$ cat src/rtl/if_stage_if.sv
// Instruction-memory request/response bus for the fetch stage.
// The fetch stage is the master; the memory is the slave.
interface if_stage_if;
  logic        imem_read_o;
  logic [31:0] imem_address_o;
  logic        imem_resp_i;
  logic [31:0] imem_rdata_i;

  modport master (
    output imem_read_o,
    output imem_address_o,
    input  imem_resp_i,
    input  imem_rdata_i
  );

  modport slave (
    input  imem_read_o,
    input  imem_address_o,
    output imem_resp_i,
    output imem_rdata_i
  );
endinterface

$ cat src/rtl/if_stage.sv
// Instruction fetch stage: one outstanding request, redirect discard.
// Optional one-entry fetch buffer enabled by macro IF_FETCH_BUFFER_EN.
module if_stage #(
  parameter logic [31:0] RESET_PC = 32'h00000060
) (
  input  logic        clk,
  input  logic        rst,
  input  logic        stall_i,
  input  logic        redirect_i,
  input  logic [31:0] redirect_pc_i,
  if_stage_if.master  imem,
  output logic [31:0] pc_o,
  output logic [31:0] instr_o,
  output logic        valid_o,
  output logic        load_o
);

  typedef enum logic [1:0] {
    IDLE    = 2'd0,
    REQ     = 2'd1,
    HOLD    = 2'd2,
    DISCARD = 2'd3
  } state_e;

  state_e      state_q, state_d;
  logic [31:0] pc_q, pc_d;
  logic [31:0] req_addr_q, req_addr_d;
  logic [31:0] tgt;
  logic [31:0] next_addr;

`ifdef IF_FETCH_BUFFER_EN
  logic [31:0] buf_instr_q, buf_instr_d;
  logic [31:0] buf_pc_q, buf_pc_d;
`endif

  assign tgt       = {redirect_pc_i[31:2], 2'b00};
  assign next_addr = req_addr_q + 32'd4;

  // Bus request and delivered-instruction outputs from current state.
  always_comb begin
    imem.imem_read_o    = (state_q == REQ) || (state_q == DISCARD);
    imem.imem_address_o = req_addr_q;
    valid_o = 1'b0;
    pc_o    = '0;
    instr_o = '0;
    unique case (state_q)
      REQ: begin
        if (imem.imem_resp_i) begin
          valid_o = 1'b1;
          pc_o    = req_addr_q;
          instr_o = imem.imem_rdata_i;
        end
      end
      HOLD: begin
`ifdef IF_FETCH_BUFFER_EN
        valid_o = 1'b1;
        pc_o    = buf_pc_q;
        instr_o = buf_instr_q;
`endif
      end
      default: ;
    endcase
    load_o = valid_o & ~stall_i & ~redirect_i;
  end

  // Next state, PC and request address; redirect always wins.
  always_comb begin
    state_d    = state_q;
    pc_d       = pc_q;
    req_addr_d = req_addr_q;
`ifdef IF_FETCH_BUFFER_EN
    buf_instr_d = buf_instr_q;
    buf_pc_d    = buf_pc_q;
`endif
    unique case (state_q)
      IDLE: begin
        state_d = REQ;
      end
      REQ: begin
        if (imem.imem_resp_i) begin
          if (redirect_i) begin
            pc_d       = tgt;
            req_addr_d = tgt;
          end else if (!stall_i) begin
            pc_d       = next_addr;
            req_addr_d = next_addr;
          end else begin
`ifdef IF_FETCH_BUFFER_EN
            buf_instr_d = imem.imem_rdata_i;
            buf_pc_d    = req_addr_q;
            state_d     = HOLD;
`endif
          end
        end else if (redirect_i) begin
          pc_d    = tgt;
          state_d = DISCARD;
        end
      end
      HOLD: begin
`ifdef IF_FETCH_BUFFER_EN
        if (redirect_i) begin
          pc_d       = tgt;
          req_addr_d = tgt;
          state_d    = REQ;
        end else if (!stall_i) begin
          pc_d       = buf_pc_q + 32'd4;
          req_addr_d = buf_pc_q + 32'd4;
          state_d    = REQ;
        end
`else
        state_d = REQ;
`endif
      end
      DISCARD: begin
        if (redirect_i) begin
          pc_d = tgt;
        end
        if (imem.imem_resp_i) begin
          req_addr_d = redirect_i ? tgt : pc_q;
          state_d    = REQ;
        end
      end
      default: begin
        state_d = IDLE;
      end
    endcase
  end

  // State registers with synchronous active-low reset.
  always_ff @(posedge clk) begin
    if (!rst) begin
      state_q    <= IDLE;
      pc_q       <= RESET_PC;
      req_addr_q <= RESET_PC;
`ifdef IF_FETCH_BUFFER_EN
      buf_instr_q <= '0;
      buf_pc_q    <= '0;
`endif
    end else begin
      state_q    <= state_d;
      pc_q       <= pc_d;
      req_addr_q <= req_addr_d;
`ifdef IF_FETCH_BUFFER_EN
      buf_instr_q <= buf_instr_d;
      buf_pc_q    <= buf_pc_d;
`endif
    end
  end

endmodule

$ cat src/flat_wrapper.sv
// flat-port wrapper written by rule: the top's interface ports become plain ports
module if_stage_flat 
#(
  parameter logic [31:0] RESET_PC = 32'h00000060
)
  (clk, rst, stall_i, redirect_i, redirect_pc_i, pc_o, instr_o, valid_o, load_o, imem_imem_read_o, imem_imem_address_o, imem_imem_resp_i, imem_imem_rdata_i);
  if_stage_if imem_i ();
  input  logic clk;
  input  logic rst;
  input  logic stall_i;
  input  logic redirect_i;
  input  logic [31:0] redirect_pc_i;
  output logic [31:0] pc_o;
  output logic [31:0] instr_o;
  output logic valid_o;
  output logic load_o;
  output wire logic [$bits(imem_i.imem_read_o)-1:0] imem_imem_read_o;
  output wire logic [$bits(imem_i.imem_address_o)-1:0] imem_imem_address_o;
  input wire logic [$bits(imem_i.imem_resp_i)-1:0] imem_imem_resp_i;
  input wire logic [$bits(imem_i.imem_rdata_i)-1:0] imem_imem_rdata_i;
  assign imem_imem_read_o = imem_i.imem_read_o;
  assign imem_imem_address_o = imem_i.imem_address_o;
  assign imem_i.imem_resp_i = imem_imem_resp_i;
  assign imem_i.imem_rdata_i = imem_imem_rdata_i;
  if_stage #(.RESET_PC(RESET_PC)) u_core (.clk(clk), .rst(rst), .stall_i(stall_i), .redirect_i(redirect_i), .redirect_pc_i(redirect_pc_i), .imem(imem_i), .pc_o(pc_o), .instr_o(instr_o), .valid_o(valid_o), .load_o(load_o));
endmodule
$ cat config.mk
export PLATFORM = sky130hd
export DESIGN_NAME = if_stage_flat
export DESIGN_NICKNAME = d
export VERILOG_FILES = /design/src/rtl/if_stage_if.sv /design/src/rtl/if_stage.sv /design/src/flat_wrapper.sv
export SDC_FILE = /design/constraint.sdc
export NUM_CORES = 1
export LEC_CHECK = 0
export CORE_MARGIN = 10
export CORE_UTILIZATION = 40
export DETAILED_ROUTE_END_ITERATION = 12
export PLACE_DENSITY = 0.83
export SLEW_MARGIN = 5
export SYNTH_ARGS = -nofsm -noshare
export SYNTH_HDL_FRONTEND = slang
export SYNTH_SLANG_ARGS = --single-unit
$ cat constraint.sdc
create_clock -name clk -period 2.5 [get_ports clk]
set_clock_uncertainty 0.2 [all_clocks]
set_input_delay 0.5 -clock clk [delete_from_list [all_inputs] [get_ports clk]]
set_output_delay 0.5 -clock clk [all_outputs]
set_load 0.01 [all_outputs]
==> flow_summary.yaml, run 1 <==
worst_hold_path:
  holdPathStages: 2
  hold_path.class: "reg2reg"
  hold_start: "u_core.pc_q[5]"
global_route:
  grt_pass1_vias: 5598
  grtUsageTotal_pct: 23.36
  grt_pass1_wl_um: 30750
  grt_max_degree: 61
  antenna_found_initial: 0
  globalRouteOverflowTotal: 0
sta:
  relSlewSlack_pct: 54.91
  max_freq_ghz: 0.4159
  worst-slew-pin-transition_ps: 673.9
  setup_tns_ps: 0
  rsz0062_at_grt: "false"
  finalMaxSlewViolations: 0
  period_share_pct: 96.17
  period_minus_slack_ps: 2404
  finalHoldViolations: 0
  hold_ws_ps: 269.6
  setup_viol: 0
worst_setup_path:
  worstPathArrival_ps: 1700
  cp.required_ps: 1800
  critical_path.max_stage_delay_ps: 280
  r2r_start: "u_core.imem.imem_address_o[2]"
  cp-startpoint: "imem_imem_resp_i"
  ff2ff_setup_slack_ps: 140
  crit_type: "in2out"
  cp_max_fo: 12
  cp_cell_sequence: "dlygate4sd2_1 -> nand2_2 -> nor2_4 -> buf_12 -> buf_12 -> and2_1 -> dlygate4sd2_1"
  rr_worst_depth: 6
  worst_setup_path_start_kind: "input port"
  setup.worst_path.end_class: "primary output"
  cpMaxStageDelayCell: "dlygate4sd2_1"
yosys:
  synth_common_cells: "and2_1, dfxtp_1, nand2_1"
  ys_warn_count: 0
  ys_top_cells_by_area: "dfxtp_1, and2_1, nand2_1"
  synth_nets: 676
  synth_ff_type: "dfxtp_1"
  netlist_area_um2: 4524
  syn_inst: 606
  async_reset_ff_share_pct: 0
  yosysTopAreaCell: "dfxtp_1"
  synth.distinct_cells: 70
  ys_seq_area_share_pct: 29.20
  synth-edff-count: 0
  syn_area_per_cell_um2: 7.466
  synth-seq-cells: 66
  yosys.area.top_type_share_pct: 29.20
cts:
  clk_pin_slew_worst_paths_ps: 50
  clkLatencyLatePin_ps: 330
  cts_tree: "built"
  cts_buffers: 9
  cts_sinks: 66
  clockRootBuffer: "clkbuf_16"
  cts.htree.levels: 3
  clockBufferDepth: 2
power:
  leakagePower_nw: 2.880
  powerDensity_nw_per_um2: 444.4
  ir_worst_vdd_uv: 277.7
routing:
  drc: 0
  drt_iter0_drc: 637
  antenna_left: 0
  detail_route.first_pass.iterations: 7
  wl_per_cell_um: 21.36
  vias_per_cell: 6.142
  routed_wl_um: 19890
  vias: 5718
outcome:
  status: "complete, no violations"
die:
  die_w_um: 126.4
  die_h_um: 126.4
  start_util_pct: 41.37
  num_rows: 38
  dieArea_um2: 15960
  num_io_pins: 168
  coreArea_um2: 10940
finish:
  drive_gt1_share_pct: 13.78
  syn_to_final_growth_pct: 51.80
  num-nets-final: 856
  n_antenna_cell: 0
  n_fill_cell: 955
flow_run:
  maxCapViolCount: 0
placement:
  place_hpwl_um: 14260
  place.gp.congestion: 0.9120
  portBuffers: 165
logic make-up (layout without fill, tap and decap cells):
| logic type | Yosys count | after routing | share of synthesized area, % |
|---|---|---|---|
| simple gates | 258 | 258 | 31.47 |
| compound gates | 194 | 194 | 28.60 |
| flops | 66 | 66 | 29.20 |
| buf+inv | 63 | 248 | 5.780 |
| xor+xnor | 23 | 23 | 4.453 |
| fa+ha+maj | 1 | 1 | 0.2765 |
| mux | 1 | 1 | 0.2212 |
worst max-delay path: cells and delay by family:
kind,cells,cell delay [ps]
buffers and inverters,4,800
and+or+nand+nor,3,400
state kept, by name (all words and copies together), names as in the netlist:
| signal | flops |
|---|---|
| u_core.imem.imem_address_o | 32 |
| u_core.pc_q | 32 |
| u_core.state_q | 2 |
layout by cell type (no fill, tap or decap), types with 5 or more instances in the layout:
master | synthesis | final
nor3_1 | 9 | 9
buf_4 | 0 | 53
dlygate4sd2_1 | 0 | 54
o31a_1 | 9 | 9
o211ai_1 | 11 | 11
o21ai_0 | 39 | 39
a222oi_1 | 5 | 5
or3_1 | 7 | 7
xor2_1 | 14 | 14
nor4_1 | 5 | 5
nand4_1 | 11 | 11
clkbuf_16 | 0 | 9
a21oi_1 | 42 | 42
buf_12 | 0 | 6
nand2_1 | 65 | 64
clkbuf_2 | 1 | 10
nor2_1 | 35 | 34
a31oi_1 | 8 | 8
a22oi_1 | 13 | 13
nand2b_1 | 5 | 5
dfxtp_1 | 66 | 66
and3_1 | 16 | 16
o22ai_1 | 18 | 18
clkdlybuf4s50_1 | 0 | 97
nand3_1 | 18 | 18
xnor2_1 | 9 | 9
and2_1 | 66 | 66
where the power goes:
group	switching (mW)	total, mW	leakage, nW	internal (mW)
sequential	0.0513	1.16	0.539	1.11
combinational	0.343	0.686	2.20	0.343
clock	0.459	1.21	0.143	0.750
total	0.854	3.05	2.88	2.20
stage by stage:
stage | power (mW) | instances | setup WS (ps) | utilization, % | area [um^2]
after detailed placement | 1.845 | 910 | -412.8 | 60.25 | 6589
after floorplan | 1.472 | 606 | 272.7 | - | 4524
final | 3.052 | 931 | 95.71 | 62.80 | 6868
after global placement | 1.825 | 910 | -372.6 | 60.25 | 6589
after global routing | 3.148 | 931 | 12.23 | 62.80 | 6868
after CTS | 3.037 | 931 | 0.8977 | 63.12 | 6903
timing repair:
action	CTS	global route
hold buffers	0	0
gates resized for setup	74	21
setup buffers	3	0
pin swaps	0	0
cloned	2	0
setup endpoints to repair	66	11
metal layers:
layer  wire length (um)  track usage (%)  vias to the layer above
li1                   -                -                     2577
met1               7721            27.72                     2660
met2               9379            39.31                      430
met3               2265            7.080                       51
met4                524            7.703                        0
met5                  0                0                        -
final cells by class:
| class | instances | area, um^2 | share of cell area [%] |
|---|---|---|---|
| clock buffers | 14 | 274.0 | 3.990 |
| inverters | 5 | 18.77 | 0.2733 |
| clock inverters | 2 | 10.01 | 0.1457 |
| well taps | 140 | 175.2 | 2.551 |
| repair buffers | 227 | 2117 | 30.83 |
| multi-input cells | 477 | 2952 | 42.98 |
| flip-flops and latches | 66 | 1321 | 19.24 |
worst paths after layout:
path | end
max | instr_o[1]
min | u_core.pc_q[5]
max reg2reg | u_core.pc_q[30]
min reg2reg | u_core.pc_q[5]
Power figures use the tool's default switching activity.
==> run 2: changes to the inputs <==
--- a/config.mk
+++ b/config.mk
@@ -5,10 +5,13 @@
 export SDC_FILE = /design/constraint.sdc
 export NUM_CORES = 1
 export LEC_CHECK = 0
+export CELL_PAD_IN_SITES_DETAIL_PLACEMENT = 1
+export CELL_PAD_IN_SITES_GLOBAL_PLACEMENT = 2
 export CORE_MARGIN = 10
-export CORE_UTILIZATION = 40
+export CORE_UTILIZATION = 24
 export DETAILED_ROUTE_END_ITERATION = 12
-export PLACE_DENSITY = 0.83
+export GPL_ROUTABILITY_DRIVEN = 0
+export PLACE_DENSITY = 0.9
 export SLEW_MARGIN = 5
 export SYNTH_ARGS = -nofsm -noshare
 export SYNTH_HDL_FRONTEND = slang
==> run 2 against run 1 <==
Combinational power is 6.3% higher. Clock power hardly changed. Via count is 1.2% lower. Core utilization is 24 points lower. Highest routed layer unchanged.
==> flow_summary.yaml, run 2 (synthesis gave the netlist of run 1 again) <==
cts:
  clkLatencyLatePin_ps: 340
  cts.htree.levels: 3
  clockBufferDepth: 2
  clockRootBuffer: "clkbuf_16"
  cts_buffers: 9
  clk_pin_slew_worst_paths_ps: 60
  cts_tree: "built"
  cts_sinks: 66
global_route:
  grt_max_degree: 32
  globalRouteOverflowTotal: 0
  grt_pass1_wl_um: 33400
  grtUsageTotal_pct: 17.60
  antenna_found_initial: 0
  grt_pass1_vias: 5630
finish:
  drive_gt1_share_pct: 15.56
  n_antenna_cell: 0
  layout_commonest_cell: "clkdlybuf4s50_1"
  final_cell_mix: "clkdlybuf4s50_1, buf_4, and2_1"
  design_area_um2: 7188
  syn_to_final_growth_pct: 58.88
  n_fill_cell: 2242
  num-nets-final: 875
routing:
  drc: 0
  wl_per_cell_um: 21.44
  detail_route.first_pass.iterations: 5
  routed_wl_um: 22390
  vias: 5650
  vias_per_cell: 5.412
  antenna_left: 0
  drt_iter0_drc: 396
sta:
  relSlewSlack_pct: 61.42
  setup_tns_ps: 0
  setup_viol: 0
  rsz0062_at_grt: "false"
  max_freq_ghz: 0.4082
  finalHoldViolations: 0
  hold_ws_ps: 274.1
  period_minus_slack_ps: 2450
  worst-slew-pin-transition_ps: 576.5
  finalMaxSlewViolations: 0
  period_share_pct: 98.00
die:
  start_util_pct: 24.27
  die_w_um: 157.3
  num_rows: 50
  coreArea_um2: 18640
  die_h_um: 157.3
  num_io_pins: 168
  dieArea_um2: 24740
power:
  powerDensity_nw_per_um2: 433.7
  ir_worst_vdd_uv: 386.7
  leakagePower_nw: 2.899
worst_setup_path:
  setup.worst_path.end_class: "primary output"
  cp.required_ps: 1800
  crit_type: "in2out"
  worst_setup_path_start_kind: "input port"
  cp_max_fo: 25
  worstPathArrival_ps: 1750
placement:
  portBuffers: 165
  place_hpwl_um: 16320
  dpl_cell_area_um2: 6838
outcome:
  status: "complete, no violations"
worst_hold_path:
  hold_path.class: "reg2reg"
flow_run:
  maxCapViolCount: 0
## run 2: changes by cell type in the layout (fill, tap and decap cells not counted), sizes merged
cell           previous run  this run
clkbuf                   24        21
buf                      63        79
dlygate4sd2              54        31
clkdlybuf4s15             1        28
clkdlybuf4s50            97        98
dlymetal6s2s              1         0
bufbuf                    1         3
## run 2: worst paths after layout
check / cells after the start / from / to / slack (ps)
min: 2 / u_core.pc_q[17] / u_core.pc_q[17] / 270
max: 7 / imem_imem_resp_i / instr_o[5] / 50
min reg2reg: 2 / u_core.pc_q[17] / u_core.pc_q[17] / 270
max reg2reg: 6 / u_core.imem.imem_address_o[2] / u_core.pc_q[30] / 190
## run 2: critical path: stages
cell           delay, ps
dlygate4sd2_1        250
nand2_2               90
nor2_4                50
buf_4                140
bufbuf_16            280
and2_1               160
dlygate4sd2_1        280
## run 2: final cells by class
class / instances / area (um^2) / share of cell area [%]
sequential: 66 / 1323 / 18.40
tap: 234 / 292.8 / 4.073
multi-input combinational: 477 / 2955 / 41.11
clock buffer: 14 / 274.0 / 3.812
inverter: 5 / 18.77 / 0.2611
timing repair buffer: 246 / 2315 / 32.20
clock inverter: 2 / 10.01 / 0.1393
## run 2: where the power goes
group	switching [mW]	internal (mW)	leakage [nW]
logic	0.363	0.366	2.22
clock network	0.487	0.750	0.143
registers	0.0462	1.11	0.540
## run 2: repair_timing
item / in CTS / in global routing
cloned: 3 / 0
pin swaps: 1 / 0
resized for setup: 72 / 41
buffers inserted: 4 / 0
endpoints found under the setup margin: 66 / 34
hold buffers: 0 / 0
## run 2: metal layers
layer	GRT usage (%)	up-vias	part of all wire, %
li1	-	2621	-
met1	22.25	2760	45
met2	28.85	247	46
met3	4.776	22	7.9
met4	4.541	0	1.6
met5	0	-	0
## run 2: stage by stage
| step | instances | total power [mW] | setup slack (ps) | utilization (%) |
|---|---|---|---|---|
| 4_1_cts | 1044 | 3.143 | 35.71 | 38.52 |
| 3_5_place_dp | 1021 | 1.883 | -387.9 | 36.68 |
| 3_3_place_gp | 1021 | 1.869 | -354.2 | 36.68 |
| 6_report | 1044 | 3.117 | 50.10 | 38.56 |
| 2_1_floorplan | 606 | 1.472 | 272.7 | - |
| 5_1_grt | 1044 | 3.261 | 0.1106 | 38.56 |
==> run 3: changes to the inputs <==
--- a/config.mk
+++ b/config.mk
@@ -5,6 +5,7 @@
 export SDC_FILE = /design/constraint.sdc
 export NUM_CORES = 1
 export LEC_CHECK = 0
+export CAP_MARGIN = 20
 export CELL_PAD_IN_SITES_DETAIL_PLACEMENT = 1
 export CELL_PAD_IN_SITES_GLOBAL_PLACEMENT = 2
 export CORE_MARGIN = 10
@@ -12,6 +13,7 @@
 export DETAILED_ROUTE_END_ITERATION = 12
 export GPL_ROUTABILITY_DRIVEN = 0
 export PLACE_DENSITY = 0.9
+export REMOVE_ABC_BUFFERS = 1
 export SLEW_MARGIN = 5
 export SYNTH_ARGS = -nofsm -noshare
 export SYNTH_HDL_FRONTEND = slang
==> run 3 against run 2 <==
Critical path depth shrank 2. Core utilization rose by 0.054 points. Worst setup slack better by 31 ps. Power shrank 1.9%. Clock power shrank 4%. Via count down 1.6%. Combinational power down 1%. Wire length shrank 2.9%. Fmax is 1.3% higher. First-iteration DRC count shrank 1.3%. Sequential share of layout area is essentially flat. Critical path type unchanged. Critical endpoint is now pc_o[31].
==> flow_summary.yaml, run 3 (synthesis gave the netlist of run 1 again) <==
routing:
  wl_per_cell_um: 20.70
  antenna_left: 0
  routed_wl_um: 21730
  vias: 5561
  drc: 0
  drt_iter0_drc: 391
  detail_route.first_pass.iterations: 5
  vias_per_cell: 5.296
worst_setup_path:
  cp_max_fo: 4
  setup.worst_path.end_class: "primary output"
  crit_type: "in2out"
  cp.required_ps: 1800
  worstPathArrival_ps: 1720
  worst_setup_path_start_kind: "input port"
sta:
  max_freq_ghz: 0.4133
  period_share_pct: 96.77
  relSlewSlack_pct: 43.33
  finalHoldViolations: 0
  rsz0062_at_grt: "false"
  finalMaxSlewViolations: 0
  worst-slew-pin-transition_ps: 850.0
  period_minus_slack_ps: 2419
  setup_viol: 0
cts:
  cts_buffers: 9
  cts_sinks: 66
  cts.htree.levels: 3
  clockBufferDepth: 2
  clockRootBuffer: "clkbuf_16"
  clkLatencyLatePin_ps: 350
  clk_pin_slew_worst_paths_ps: 60
  cts_tree: "built"
  hold_buffers: 0
power:
  ir_worst_vdd_uv: 343.3
  total_power_mw: 3.059
  p_comb_share_pct: 23.5
  power.share.clock_pct: 38.8
  p_sw_uw: 897.1
  intPower_mw: 2.162
  leakagePower_nw: 3.005
  powerDensity_nw_per_um2: 425.0
  p_seq_share_pct: 37.6
  p_sw_share_pct: 29.32
finish:
  regArea_um2: 1323
  layout_commonest_cell: "clkdlybuf4s50_1"
  drive_gt1_share_pct: 16.05
  n_antenna_cell: 0
  fin_util_pct: 38.61
  num-nets-final: 881
  n_fill_cell: 2284
  multiInputGateArea_um2: 2960
  final_cell_mix: "clkdlybuf4s50_1, buf_4, and2_1"
  syn_to_final_growth_pct: 59.10
die:
  coreArea_um2: 18640
  die_h_um: 157.3
  dieArea_um2: 24740
  num_rows: 50
  start_util_pct: 24.27
  die_w_um: 157.3
  num_io_pins: 168
placement:
  portBuffers: 165
  place_hpwl_um: 15760
global_route:
  globalRouteOverflowTotal: 0
  grt_max_degree: 35
  grt_pass1_wl_um: 32980
  grt_pass1_vias: 5624
  antenna_found_initial: 0
  grtUsageTotal_pct: 17.10
flow_run:
  maxCapViolCount: 0
worst_hold_path:
  hold_path.class: "reg2reg"
outcome:
  status: "complete, no violations"
-- run 3: worst paths after layout --
path | slack, ps | start | to | cells past startpoint
max reg2reg | 220 | u_core.imem.imem_address_o[2] | u_core.pc_q[30] | 6
min | 270 | u_core.pc_q[17] | u_core.pc_q[17] | 2
max | 80 | imem_imem_resp_i | pc_o[31] | 5
min reg2reg | 270 | u_core.pc_q[17] | u_core.pc_q[17] | 2
-- run 3: layout make-up --
type	instances	area share [%]
Tap cell	234	4.067
Timing Repair Buffer	252	32.49
Clock buffer	13	3.476
Sequential cell	66	18.37
Clock inverter	3	0.2086
Multi-Input combinational cell	477	41.13
Inverter	5	0.2607
-- run 3: worst max-delay path: stages --
cell and delay [ps]:
dlygate4sd2_1 230, nand2_2 90, buf_4 170, nor3_2 160, clkdlybuf4s50_1 580
-- run 3: timing repair --
action                     CTS  global route
hold endpoints to repair     0             0
gates resized for setup     82             6
gates cloned                 3             0
setup endpoints to repair   66            10
pin swaps                    2             1
buffers inserted             2             0
-- run 3: layer usage --
metal / wire length, um / track usage, %
met3: 1112 / 3.521
met5: 0 / 0
met2: 11010 / 29.84
met1: 9331 / 20.97
met4: 276 / 4.007
-- run 3: stage by stage --
step                instance area [um^2]  hold slack (ps)  setup slack [ps]  setup TNS (ps)  std cells
finish                              7198            265.8             80.74               0       1050
global route                        7198            304.3             13.50               0       1050
CTS                                 7228            266.8             16.74               0       1050
detailed placement                  6910            255.6            -478.0          -28720       1029
global placement                    6910            240.8            -385.1          -24530       1029
floorplan                           4282            229.2            -584.5          -33150        548
-- run 3: power groups by stage --
stage                     registers, mW  clock network, mW  logic, mW
after floorplan                    1.19                  0      0.245
after global placement             1.17                  0      0.698
after detailed placement           1.17                  0      0.710
after CTS                          1.15               1.20      0.725
after global routing               1.16               1.25      0.780
final                              1.15               1.19      0.720
